--- config.mk ---
export PLATFORM = sky130hd
export DESIGN_NAME = block_game_ctrl
export DESIGN_NICKNAME = d
export VERILOG_FILES = /design/src/rtl/block_game_ctrl.sv
export SDC_FILE = /design/constraint.sdc
export NUM_CORES = 1
export LEC_CHECK = 0
export CORE_ASPECT_RATIO = 1.5
export CORE_MARGIN = 4
export CORE_UTILIZATION = 40
export DETAILED_ROUTE_END_ITERATION = 8
export PLACE_DENSITY = 0.64
export SLEW_MARGIN = 20
export SYNTH_ARGS = -nofsm -noshare
export SYNTH_HDL_FRONTEND = slang
export SYNTH_SLANG_ARGS = --single-unit
--- constraint.sdc ---
create_clock -name CLK_50M -period 5.66 [get_ports CLK_50M]
set_input_delay 0.849 -clock CLK_50M [delete_from_list [all_inputs] [get_ports CLK_50M]]
set_output_delay 0.849 -clock CLK_50M [all_outputs]
set_load 0.02 [all_outputs]
--- src/rtl/block_game_ctrl.sv ---
// Block-killer game sequencer: game state, score and the 4x8 board that
// feeds the VGA display controller. Blocks spawn on top and scroll down.
module block_game_ctrl #(
  parameter int unsigned TICK_DIV  = 25_000_000,
  parameter logic [7:0]  LFSR_SEED = 8'hA5
) (
  input  logic        CLK_50M,
  input  logic        RST_N,
  input  logic        key_start,
  input  logic [3:0]  key_col,
  output logic [1:0]  game_state,
  output logic [7:0]  score,
  output logic [23:0] column_0,
  output logic [23:0] column_1,
  output logic [23:0] column_2,
  output logic [23:0] column_3
);

  localparam int unsigned TICK_W = (TICK_DIV > 2) ? $clog2(TICK_DIV) : 1;
  localparam logic [TICK_W-1:0] TICK_LAST = TICK_W'(TICK_DIV - 1);

  typedef enum logic [1:0] {
    ST_START = 2'b00,
    ST_PLAY  = 2'b01,
    ST_OVER  = 2'b10,
    ST_BAD   = 2'b11
  } state_e;

  state_e             state_q, state_d;
  logic [7:0]         score_q, score_d;
  logic [3:0][23:0]   cols_q, cols_d;
  logic [TICK_W-1:0]  tick_q, tick_d;
  logic [7:0]         lfsr_q, lfsr_d;

  logic [3:0][23:0]   post_hit;
  logic [2:0]         hit_cnt;
  logic               miss;
  logic               scroll;
  logic               bottom_busy;
  logic [8:0]         score_sum;
  logic [2:0]         spawn_colour;

  // Clear the lowest (highest row index) occupied cell of one column.
  function automatic logic [23:0] clear_lowest(input logic [23:0] col);
    logic [23:0] res;
    logic        done;
    res  = col;
    done = 1'b0;
    for (int k = 7; k >= 0; k--) begin
      if (!done && (col[23-3*k -: 3] != 3'b000)) begin
        res[23-3*k -: 3] = 3'b000;
        done             = 1'b1;
      end
    end
    return res;
  endfunction

  always_comb begin
    state_d      = state_q;
    score_d      = score_q;
    cols_d       = cols_q;
    tick_d       = tick_q;
    lfsr_d       = {lfsr_q[6:0], lfsr_q[7] ^ lfsr_q[5] ^ lfsr_q[4] ^ lfsr_q[3]};
    post_hit     = cols_q;
    hit_cnt      = 3'd0;
    miss         = 1'b0;
    scroll       = 1'b0;
    bottom_busy  = 1'b0;
    score_sum    = 9'd0;
    spawn_colour = (lfsr_q[4:2] == 3'b000) ? 3'b111 : lfsr_q[4:2];

    unique case (state_q)
      ST_START: begin
        if (key_start) begin
          state_d = ST_PLAY;
          score_d = 8'd0;
          cols_d  = '0;
          tick_d  = '0;
        end
      end
      ST_PLAY: begin
        for (int i = 0; i < 4; i++) begin
          if (key_col[i]) begin
            if (cols_q[i] != 24'd0) begin
              post_hit[i] = clear_lowest(cols_q[i]);
              hit_cnt     = hit_cnt + 3'd1;
            end else begin
              miss = 1'b1;
            end
          end
        end
        score_sum = 9'(score_q) + 9'(hit_cnt);
        score_d   = score_sum[8] ? 8'hFF : score_sum[7:0];
        scroll    = (tick_q == TICK_LAST);
        tick_d    = scroll ? '0 : tick_q + TICK_W'(1);
        for (int i = 0; i < 4; i++) begin
          bottom_busy = bottom_busy | (post_hit[i][2:0] != 3'b000);
        end
        cols_d = post_hit;
        // Hits land first; a block left on the bottom row at a step ends the game unshifted.
        if (miss) begin
          state_d = ST_OVER;
        end else if (scroll) begin
          if (bottom_busy) begin
            state_d = ST_OVER;
          end else begin
            for (int i = 0; i < 4; i++) begin
              cols_d[i] = {(lfsr_q[1:0] == 2'(i)) ? spawn_colour : 3'b000,
                           post_hit[i][23:3]};
            end
          end
        end
      end
      ST_OVER: begin
        if (key_start) begin
          state_d = ST_START;
          score_d = 8'd0;
          cols_d  = '0;
        end
      end
      default: begin
        state_d = ST_START;
        score_d = 8'd0;
        cols_d  = '0;
      end
    endcase
  end

  always_ff @(posedge CLK_50M or negedge RST_N) begin
    if (!RST_N) begin
      state_q <= ST_START;
      score_q <= 8'd0;
      cols_q  <= '0;
      tick_q  <= '0;
      lfsr_q  <= LFSR_SEED;
    end else begin
      state_q <= state_d;
      score_q <= score_d;
      cols_q  <= cols_d;
      tick_q  <= tick_d;
      lfsr_q  <= lfsr_d;
    end
  end

  assign game_state = state_q;
  assign score      = score_q;
  assign column_0   = cols_q[0];
  assign column_1   = cols_q[1];
  assign column_2   = cols_q[2];
  assign column_3   = cols_q[3];

endmodule

==> impl_metrics.json <==
{
  "slew_headroom": 0.4431,
  "hold_violations": 0,
  "grt_pass1_vias": 6145,
  "synth.cell_area_um2": 6884,
  "finalCritPeriodShare": 0.7910,
  "final_net_count": 794,
  "io_pins": 113,
  "place.gp.congestion": 0.8509,
  "hold_class": "reg2reg",
  "setup_violations": 0,
  "die-width_um": 115.1,
  "start_util": 0.4089,
  "cp_num_buf_inv": 2,
  "viasPerCell": 5.938,
  "ys_seq_elements": 139,
  "ant_nets": 0,
  "dpl_cell_area_um2": 8158,
  "yosys_warnings": 0,
  "power.total_uw": 2522,
  "powerDensity_nw_per_um2": 288.4,
  "cp.arrival_ns": 4.82,
  "core_area_um2": 16840,
  "status": "finished, final reports clean",
  "ctsResizeCount": 0,
  "cp_slowest_cell": "or3_1",
  "crit_required_ns": 6.00,
  "cts_buffers": 17,
  "max_stage_delay_ns": 0.48,
  "synth_nets": 685,
  "grt_usage": 0.2089,
  "clock_skew_ns": 0.008025,
  "critPathCaptureType": "flip-flop",
  "crit_family": "simple AND/OR/NAND/NOR gates",
  "io_buffers": 112,
  "p_leak_uw": 0.003828,
  "grt_first_pass_wirelength_um": 32170,
  "worstMarginPinSlew_ns": 0.8353,
  "worst_setup_path_start_kind": "flip-flop",
  "tns_ns": 0,
  "cp_cell_sequence": "or3_1 > nor4_4 > nand3_1 > nand2_1 > inv_1 > ha_1 > nand2_1 > o21ai_1 > ha_1 > mux2_1 > ha_1 > mux2_2 > inv_2 > fa_1 > nor2b_1 > o211ai_1 > or2_2 > nor2b_1 > o21ai_0",
  "dp.final_hpwl_um": 14140,
  "vias": 5950,
  "insertedDiodeCount": 0,
  "async_flop_share": 1.000,
  "antenna_found_initial": 0,
  "die_area_um2": 19420,
  "path_common_cell": "ha_1",
  "cp_max_fo": 5,
  "cts_hold_buffers": 0,
  "route.detailed.drc": 0,
  "fin_crit_ns": 4.477,
  "maxCapViolations": 0,
  "wire_per_inst_um": 19.54,
  "grt_start_max_net_pins": 84,
  "synth-edff-count": 0,
  "areaGrowthSynthToFinish_pct": 27.03,
  "drtIter0Drc": 290,
  "ctsLongestPathBuffers": 2,
  "die_h_um": 168.7,
  "drive_above_1_share": 0.09596,
  "ys_seq_area_frac": 0.5060,
  "drt-pass1-iter-count": 5,
  "clock_latency_ns": 0.42,
  "cts_sinks": 139,
  "cts_tree": "built",
  "postCtsSetupRepairBufs": 0,
  "synthFlopType": "dfrtp_1",
  "reg2reg_slack_ns": 1.18,
  "syn_inst": 670,
  "peakVddDrop_mv": 0.1660,
  "clk_pin_slew_worst_paths_ns": 0.06,
  "syn_avg_cell_area_um2": 10.27,
  "clock_tree.root_cell": "clkbuf_16",
  "rows": 58,
  "cts_max_level": 4,
  "slew_violations": 0,
  "fin_area_um2": 8745,
  "rsz0062_at_grt": "no",
  "path_class": "reg2reg",
  "fmax_mhz": 223.3,
  "ys_types": 69,
  "grt_overflow_total": 0,
  "finalWirelength_um": 19580
}
[per-stage QoR]
stage | utilization | setup WS, ns | hold slack (ns) | cells
2_1_floorplan | - | 1.441 | 0.3330 | 670
3_3_place_gp | 0.4845 | 1.215 | 0.3393 | 970
3_5_place_dp | 0.4845 | 1.052 | 0.3467 | 970
4_1_cts | 0.5190 | 1.176 | 0.3616 | 1002
5_1_grt | 0.5194 | 0.8809 | 0.3759 | 1002
6_report | 0.5194 | 1.183 | 0.3596 | 1002
[synthesized netlist by cell type (12+ instances only)]
cell,instances,area [µm²]
clkbuf_1,15,56.30
nor2_1,46,172.7
or3_1,13,81.33
nand2_1,59,221.5
o21ai_0,49,245.2
dfrtp_1,135,3378
o21ai_1,33,165.2
and3_1,13,81.33
nor3_1,23,115.1
a22o_1,71,621.9
nand3_1,19,95.09
a21oi_1,19,95.09
nand4_1,12,75.07
[kinds of logic (layout without fill, tap and decap cells)]
family | Yosys count | after routing | synth area share
flip-flops | 139 | 139 | 0.5060
multiplexers | 3 | 3 | 0.004725
buffers and inverters | 38 | 160 | 0.02744
AO/OA/AOI/OAI | 230 | 230 | 0.2341
adder cells (fa/ha/maj) | 8 | 8 | 0.01563
XOR/XNOR | 9 | 9 | 0.01145
AND/OR/NAND/NOR | 243 | 243 | 0.2007
[layout make-up]
type | instances | area (µm²)
Clock buffer | 20 | 456.7
Clock inverter | 12 | 122.6
Fill cell | 1544 | 8092
Inverter | 12 | 45.04
Multi-Input combinational cell | 493 | 3222
Sequential cell | 139 | 3483
Tap cell | 210 | 262.8
Timing Repair Buffer | 116 | 1152
[state kept, by name, indices dropped and copies added, names as in the netlist]
register	cells
lfsr_q	8
tick_q	25
score	8
column_0	24
column_1	24
column_3	24
column_2	24
game_state	2
[per-layer routing]
metal	global-route usage	part of all wire	vias to the layer above	wire length, µm
met5	0	0	-	0
met4	0.08018	0.026	0	503
met3	0.03970	0.042	35	816
met2	0.3732	0.53	165	10420
met1	0.2440	0.40	2995	7835
li1	-	-	2755	-
[report_power, final]
group | total (µW) | internal (µW) | switching [µW]
Sequential | 1020 | 1010 | 18.6
Combinational | 411 | 108 | 304
Clock | 1090 | 667 | 419
Total | 2520 | 1780 | 741
[placed cells by master (no fill, tap or decap), types with 19 or more instances in the layout]
cell type	n
o21ai_0	49
dfrtp_1	135
a21oi_1	19
nor2_1	45
nor3_1	23
nand2_1	59
a22o_1	71
o21ai_1	33
clkdlybuf4s50_1	111
nand3_1	19
[path summary, 6_finish.rpt]
path	cells after the start	start	end
max reg2reg	19	column_0[15]$_DFFE_PN0P_	score[0]$_DFFE_PN0P_
min	0	lfsr_q[6]$_DFF_PN0_	lfsr_q[7]$_DFF_PN1_
max in group asynchronous	2	RST_N	column_0[12]$_DFFE_PN0P_
min reg2reg	0	lfsr_q[6]$_DFF_PN0_	lfsr_q[7]$_DFF_PN1_
max	19	column_0[15]$_DFFE_PN0P_	score[0]$_DFFE_PN0P_
min in group asynchronous	1	RST_N	column_2[10]$_DFFE_PN0P_
(Power assumes the default switching activity.)
